$ cat src/rtl/fc_pkg.sv
// -----------------------------------------------------------------------------
// fc_pkg
// Constants shared by the binarized fully-connected neuron and its output
// packer: vector geometry, sum/activation widths, the requantization shift and
// the signed activation range. Also holds the packer's handshake state type,
// encoded as {asm_full, vec_valid} so the state bits drive those outputs directly.
// -----------------------------------------------------------------------------
package fc_pkg;

    localparam int LANES   = 32;                       // activations per vector
    localparam int SUM_W   = 9;                        // signed neuron sum width
    localparam int ACT_W   = 4;                        // signed activation width
    localparam int SHIFT   = 2;                        // arithmetic right shift
    localparam int ACT_MAX = (1 << (ACT_W - 1)) - 1;   // +7
    localparam int ACT_MIN = -(1 << (ACT_W - 1));      // -8
    localparam int VEC_W   = LANES * ACT_W;            // packed vector width
    localparam int LANE_W  = $clog2(LANES);            // lane counter width

    // {asm_full, vec_valid}; 2'b10 is unreachable.
    typedef enum logic [1:0] {
        ST_EMPTY = 2'b00,
        ST_OUT   = 2'b01,
        ST_STALL = 2'b11
    } pack_state_t;

endpackage

$ cat src/rtl/fc_act_packer_if.sv
// -----------------------------------------------------------------------------
// fc_act_packer_if
// Sample input and packed-vector output of the activation packer.
//   sum_in/sum_valid : one signed neuron sum per valid cycle (producer -> packer)
//   vec_out/vec_valid: packed activation vector offered downstream
//   vec_ready        : consumer accepts when vec_valid && vec_ready
// master = the neuron/consumer side, slave = the packer.
// -----------------------------------------------------------------------------
interface fc_act_packer_if #(
    parameter int SUM_W = fc_pkg::SUM_W,
    parameter int VEC_W = fc_pkg::VEC_W
);
    logic [SUM_W-1:0] sum_in;
    logic             sum_valid;
    logic [VEC_W-1:0] vec_out;
    logic             vec_valid;
    logic             vec_ready;

    modport master (output sum_in, sum_valid, vec_ready, input vec_out, vec_valid);
    modport slave  (input sum_in, sum_valid, vec_ready, output vec_out, vec_valid);
endinterface

$ cat src/rtl/act_quant.sv
// -----------------------------------------------------------------------------
// act_quant
// Combinational requantizer: arithmetic right shift (floor toward -inf) of a
// signed sum, then saturation to the signed activation range.
//   sum_in : signed SUM_W-bit neuron sum
//   act    : ACT_W-bit two's-complement activation
// -----------------------------------------------------------------------------
module act_quant #(
    parameter int SUM_W   = fc_pkg::SUM_W,
    parameter int ACT_W   = fc_pkg::ACT_W,
    parameter int SHIFT   = fc_pkg::SHIFT,
    parameter int ACT_MAX = fc_pkg::ACT_MAX,
    parameter int ACT_MIN = fc_pkg::ACT_MIN
) (
    input  logic signed [SUM_W-1:0] sum_in,
    output logic        [ACT_W-1:0] act
);
    logic signed [SUM_W-1:0] shifted;

    always_comb begin
        shifted = sum_in >>> SHIFT;
        // int'() of a signed operand sign-extends, so these are true signed compares.
        if (int'(shifted) > ACT_MAX) begin
            act = ACT_W'(ACT_MAX);
        end else if (int'(shifted) < ACT_MIN) begin
            act = ACT_W'(ACT_MIN);
        end else begin
            act = shifted[ACT_W-1:0];
        end
    end
endmodule

$ cat src/rtl/fc_act_packer.sv
// -----------------------------------------------------------------------------
// fc_act_packer
// Requantizes neuron sums to activations and packs LANES of them, lane 0 in the
// top nibble, into a vector offered on a valid/ready handshake. An assembly
// buffer and an output register give double buffering: a full vector waits in
// the assembly buffer (asm_full) while the output register is still unaccepted.
//   clk, reset  : rising-edge clock, synchronous active-high reset
//   bus         : sum_in/sum_valid in, vec_out/vec_valid out, vec_ready in
//   clear       : drop partial/held assembly and the overflow flag
//   lane_count  : lanes filled in the assembly buffer
//   asm_full    : complete vector held, waiting for the output register
//   overflow    : sticky, a sample arrived while asm_full was set
// -----------------------------------------------------------------------------
module fc_act_packer #(
    parameter int LANES = fc_pkg::LANES,
    parameter int SUM_W = fc_pkg::SUM_W,
    parameter int ACT_W = fc_pkg::ACT_W,
    parameter int SHIFT = fc_pkg::SHIFT
) (
    input  logic                     clk,
    input  logic                     reset,
    fc_act_packer_if.slave           bus,
    input  logic                     clear,
    output logic [$clog2(LANES)-1:0] lane_count,
    output logic                     asm_full,
    output logic                     overflow
);
    import fc_pkg::*;

    localparam int VW = LANES * ACT_W;
    localparam int CW = $clog2(LANES);
    localparam logic [CW-1:0] LAST_LANE = CW'(LANES - 1);

    pack_state_t   state, state_next;
    logic [ACT_W-1:0] act;
    logic [VW-1:0] asm_buf, asm_merged, vec_q;
    logic          accept, complete, load_out;

    act_quant #(
        .SUM_W (SUM_W),
        .ACT_W (ACT_W),
        .SHIFT (SHIFT)
    ) u_quant (
        .sum_in (bus.sum_in),
        .act    (act)
    );

    // clear outranks sum_valid; a held vector blocks new samples.
    assign accept   = bus.sum_valid && (state != ST_STALL) && !clear;
    assign complete = accept && (lane_count == LAST_LANE);

    // Assembly buffer with the incoming lane already inserted, so the 32nd
    // sample can go straight to the output register in the same cycle.
    always_comb begin
        asm_merged = asm_buf;
        asm_merged[(LANES - 1 - int'(lane_count)) * ACT_W +: ACT_W] = act;
    end

    always_comb begin
        // NOTE: every always_comb output gets a default first so no path leaves it unassigned and infers a latch.
        state_next = state;
        load_out   = 1'b0;
        case (state)
            ST_EMPTY: begin
                if (complete) begin
                    state_next = ST_OUT;
                    load_out   = 1'b1;
                end
            end
            ST_OUT: begin
                if (complete) begin
                    load_out   = bus.vec_ready;
                    state_next = bus.vec_ready ? ST_OUT : ST_STALL;
                end else if (bus.vec_ready) begin
                    state_next = ST_EMPTY;
                end
            end
            ST_STALL: begin
                // clear discards the held vector; the output register is untouched.
                if (clear) begin
                    state_next = bus.vec_ready ? ST_EMPTY : ST_OUT;
                end else if (bus.vec_ready) begin
                    state_next = ST_OUT;
                    load_out   = 1'b1;
                end
            end
            default: state_next = ST_EMPTY;
        endcase
    end

    always_ff @(posedge clk) begin
        if (reset) begin
            // NOTE: the vector buffers are plain registers, not RAM, and their reset value is observable, so they are reset too.
            state      <= ST_EMPTY;
            asm_buf    <= '0;
            vec_q      <= '0;
            lane_count <= '0;
            overflow   <= 1'b0;
        end else begin
            // NOTE: non-blocking assignments so every register samples pre-edge values regardless of statement order.
            state <= state_next;
            if (load_out) begin
                vec_q <= (state == ST_STALL) ? asm_buf : asm_merged;
            end
            if (clear) begin
                asm_buf    <= '0;
                lane_count <= '0;
                overflow   <= 1'b0;
            end else begin
                if (accept) begin
                    asm_buf    <= asm_merged;
                    lane_count <= complete ? '0 : lane_count + 1'b1;
                end
                if (bus.sum_valid && state == ST_STALL) begin
                    overflow <= 1'b1;
                end
            end
        end
    end

    assign bus.vec_out   = vec_q;
    assign bus.vec_valid = state[0];
    assign asm_full      = state[1];

endmodule
$ cat src/flat_wrapper.sv
// flat-port wrapper written by rule: the top's interface ports become plain ports
module fc_act_packer_flat import fc_pkg::*;
#(
    parameter int LANES = fc_pkg::LANES,
    parameter int SUM_W = fc_pkg::SUM_W,
    parameter int ACT_W = fc_pkg::ACT_W,
    parameter int SHIFT = fc_pkg::SHIFT
)
  (clk, reset, clear, lane_count, asm_full, overflow, bus_sum_in, bus_sum_valid, bus_vec_ready, bus_vec_out, bus_vec_valid);
  fc_act_packer_if #(.SUM_W(SUM_W)) bus_i ();
  input  logic clk;
  input  logic reset;
  input  logic clear;
  output logic [$clog2(LANES)-1:0] lane_count;
  output logic asm_full;
  output logic overflow;
  input wire logic [$bits(bus_i.sum_in)-1:0] bus_sum_in;
  input wire logic [$bits(bus_i.sum_valid)-1:0] bus_sum_valid;
  input wire logic [$bits(bus_i.vec_ready)-1:0] bus_vec_ready;
  output wire logic [$bits(bus_i.vec_out)-1:0] bus_vec_out;
  output wire logic [$bits(bus_i.vec_valid)-1:0] bus_vec_valid;
  assign bus_i.sum_in = bus_sum_in;
  assign bus_i.sum_valid = bus_sum_valid;
  assign bus_i.vec_ready = bus_vec_ready;
  assign bus_vec_out = bus_i.vec_out;
  assign bus_vec_valid = bus_i.vec_valid;
  fc_act_packer #(.LANES(LANES), .SUM_W(SUM_W), .ACT_W(ACT_W), .SHIFT(SHIFT)) u_core (.clk(clk), .reset(reset), .bus(bus_i), .clear(clear), .lane_count(lane_count), .asm_full(asm_full), .overflow(overflow));
endmodule
$ cat config.mk
export PLATFORM = sky130hd
export DESIGN_NAME = fc_act_packer_flat
export DESIGN_NICKNAME = d
export VERILOG_FILES = /design/src/rtl/fc_pkg.sv /design/src/rtl/fc_act_packer_if.sv /design/src/rtl/act_quant.sv /design/src/rtl/fc_act_packer.sv /design/src/flat_wrapper.sv
export SDC_FILE = /design/constraint.sdc
export NUM_CORES = 1
export LEC_CHECK = 0
export ABC_AREA = 1
export BUFFER_PORTS_ARGS = -buffer_cell sky130_fd_sc_hd__buf_2
export CORE_AREA = 2 2 165 328
export DETAILED_ROUTE_END_ITERATION = 10
export DIE_AREA = 0 0 167 330
export SLEW_MARGIN = 20
export SYNTH_ARGS = -nofsm -noshare
export SYNTH_HDL_FRONTEND = slang
export SYNTH_SLANG_ARGS = --single-unit
$ cat constraint.sdc
create_clock -name clk -period 3.6 [get_ports clk]
set_input_delay 0.18 -clock clk [delete_from_list [all_inputs] [get_ports clk]]
set_output_delay 0.18 -clock clk [all_outputs]
set_load 0.05 [all_outputs]
==> flow_summary_export.csv <==
group,metric,value,unit
synth,synth.top_cell.area_share,0.3920,
synth,synth-seq-cells,264,
floorplan,io_pins,150,
place,hpwl,33.43,mm
route,dr.pass1.iters,5,
place,dpl.cell_count,2832,
route,drt_wl_total,48.35,mm
global_route,grt_pass1_wl,73.74,mm
clocking,clk_path_buf_depth,3,
min_path,hold_path.class,"in2reg",
critical_path,endpoint_kind,"flop",
final_layout,drive_gt1_frac,0.1169,
critical_path,critical-path-max-stage-delay,0.53,ns
critical_path,critPathMostFrequentCell,"nand3_1",
timing,tns,0,ns
route,viasPerCell,4.708,
timing,relSlewSlack,0.4487,
floorplan,core_area,52560,µm²
final_layout,insertedDiodeCount,0,
route,remaining_drc_errors,0,
synth,yosysSeqAreaShare,0.3920,
route,drt_first_iter_violations,988,
critical_path,required,4.08,ns
pwr,p_per_area,392.0,nW/µm²
job,cap_violations,0,
critical_path,path_class,"reg2reg",
timing,worst_pin_slew,0.8270,ns
pwr,p_leak,8.022,nW
clocking,cts_hold_buf,3,
timing,finalSetupViolCount,0,
run_status,status,"finished clean",
synth,yosys_warnings,0,
timing,period_share,0.8139,
final_layout,syn_to_final_growth,16.56,%
critical_path,cp-start-kind,"flop",
clocking,postCtsSetupBuffers,0,
place,post-place-ws,0.7421,ns
timing,setup_ws,0.6701,ns
clocking,cts_max_level,1,
pwr,finalPower,6.160,mW
synth,syn-num-nets,2138,
global_route,antenna_found_initial,0,
critical_path,critPathBufInv,2,
clocking,cts_tree,"done",
timing,finalHoldWorstSlack,0.1187,ns
final_layout,stdcell_count,2881,
timing,hold_viol,0,
clocking,clkLatencyLatePin,0.56,ns
synth,syn_avg_cell_area,6.353,µm²
timing,rsz0062_at_grt,"no",
floorplan,start_util,0.2565,
floorplan,die_h,330,µm
synth,synth.cell_area,13480,µm²
final_layout,seq_area,5285,µm²
global_route,grt_max_degree,191,
final_layout,nets,2213,
timing,layout_min_cycle_time,2.930,ns
clocking,cts.sinks,264,
critical_path,worst-path-max-fanout,15,
global_route,track_usage,0.1707,
final_layout,multiInputGateArea,6282,µm²
global_route,grt_overflow,0,
route,dr_total_vias,13560,
floorplan,die_x,167,µm
route,wl_per_cell,16.78,µm
clocking,numCtsBuffers,25,
timing,finalMaxSlewViolations,0,
clocking,cts_resized,0,
clocking,path_clk_slew,0.07,ns
final_layout,fin_util,0.2990,
critical_path,arrival,3.41,ns
place,gp_congestion,0.9529,
final_layout,design_area,15710,µm²
critical_path,path_cells,"buf_4 -> ha_1 -> inv_1 -> nand2_1 -> nor2_1 -> nand3_1 -> nand3_1 -> nand3_1 -> a21oi_1",
synth,ys_types,25,
final_layout,fillerInstances,5865,
critical_path,path_delay_family,"simple AND/OR/NAND/NOR gates",
floorplan,num_rows,119,
floorplan,dieArea,55110,µm²
clocking,root_buffer,"clkbuf_16",
place,portBuffers,147,
synth,synthCells,2122,
place,place_area,14840,µm²
timing,worst_clock_skew,0.02759,ns
timing,fmax,0.3413,GHz
critical_path,crit_slowest_cell,"nor2_1",
pwr,ir_worst_vdd,0.0002881,V
route,final_antenna_net_count,0,
synth,yosysTopAreaCell,"dfxtp_1",
global_route,grt_pass1_vias,12700,
synth,synthTopCellsByArea,"dfxtp_1 (39%), o21ai_0 (14%), nand2_1 (13%)",
cells by family after synthesis:
kind of cell | synth area share
AO/OA/AOI/OAI | 0.2462
adder cells (fa/ha/maj) | 0.001856
XOR/XNOR | 0.001207
flip-flops | 0.3920
AND/OR/NAND/NOR | 0.2144
buffers and inverters | 0.1443
worst min-delay path: cells and delay by family:
| kind | cells | cell delay, ns |
|---|---|---|
| AO/OA/AOI/OAI | 1 | 0.06 |
| AND/OR/NAND/NOR | 2 | 0.11 |
| buffers and inverters | 3 | 0.29 |
where the power goes:
group          switching [mW]  internal [mW]  total [mW]
logic                   0.280          0.103       0.383
registers              0.0173           2.96        2.98
clock network            1.24           1.55        2.80
placed cells by master, fill, tap and decap left out, types with 10 or more instances in the layout:
| cell | instances |
|---|---|
| inv_1 | 376 |
| buf_4 | 21 |
| nand3_1 | 133 |
| nor2_2 | 15 |
| o21ai_0 | 377 |
| nand2_1 | 459 |
| nand4_1 | 10 |
| clkbuf_16 | 25 |
| a21oi_1 | 258 |
| o21ai_1 | 13 |
| nor3_1 | 10 |
| buf_2 | 147 |
| nor2_1 | 40 |
| dfxtp_1 | 264 |
sequential cells by signal, indices dropped and copies added, names as in the netlist:
signal,flops
u_core.overflow,1
u_core.lane_count,5
u_core.bus.vec_out,128
u_core.asm_buf,128
u_core.state,2
routing by layer:
| metal | GRT usage | share of wire |
|---|---|---|
| met1 | 0.1815 | 0.37 |
| met2 | 0.3162 | 0.52 |
| met3 | 0.02876 | 0.053 |
| met4 | 0.09726 | 0.059 |
| met5 | 0 | 0 |
cells in the mapped netlist, drive strengths merged:
master and count:
buf 22, inv 385, ha 2, a22oi 1, xor2 1, nor2 59
o211ai 8, nand4 10, o21ai 391, nor3 11, clkbuf 106, a21oi 258
dfxtp 264, nand2 468, nand3 136
final timing paths:
path / startpoint / end / slack [ns] / cells after the start
worst max-delay path: u_core.lane_count[0] / u_core.bus.vec_out[35] / 0.67 / 9
worst min-delay path: clear / u_core.asm_buf[94] / 0.12 / 6
worst max register to register: u_core.lane_count[0] / u_core.bus.vec_out[35] / 0.67 / 9
worst min register to register: u_core.overflow / u_core.overflow / 0.46 / 2
area by class of cell:
class,count,share of cell area
flip-flops and latches,264,0.3363
repair buffers,176,0.06513
inverters,385,0.09228
clock buffers,34,0.04578
clock inverters,12,0.007724
multi-input cells,1345,0.3998
well taps,665,0.05295
No activity file was read; power rests on OpenSTA's default activity.
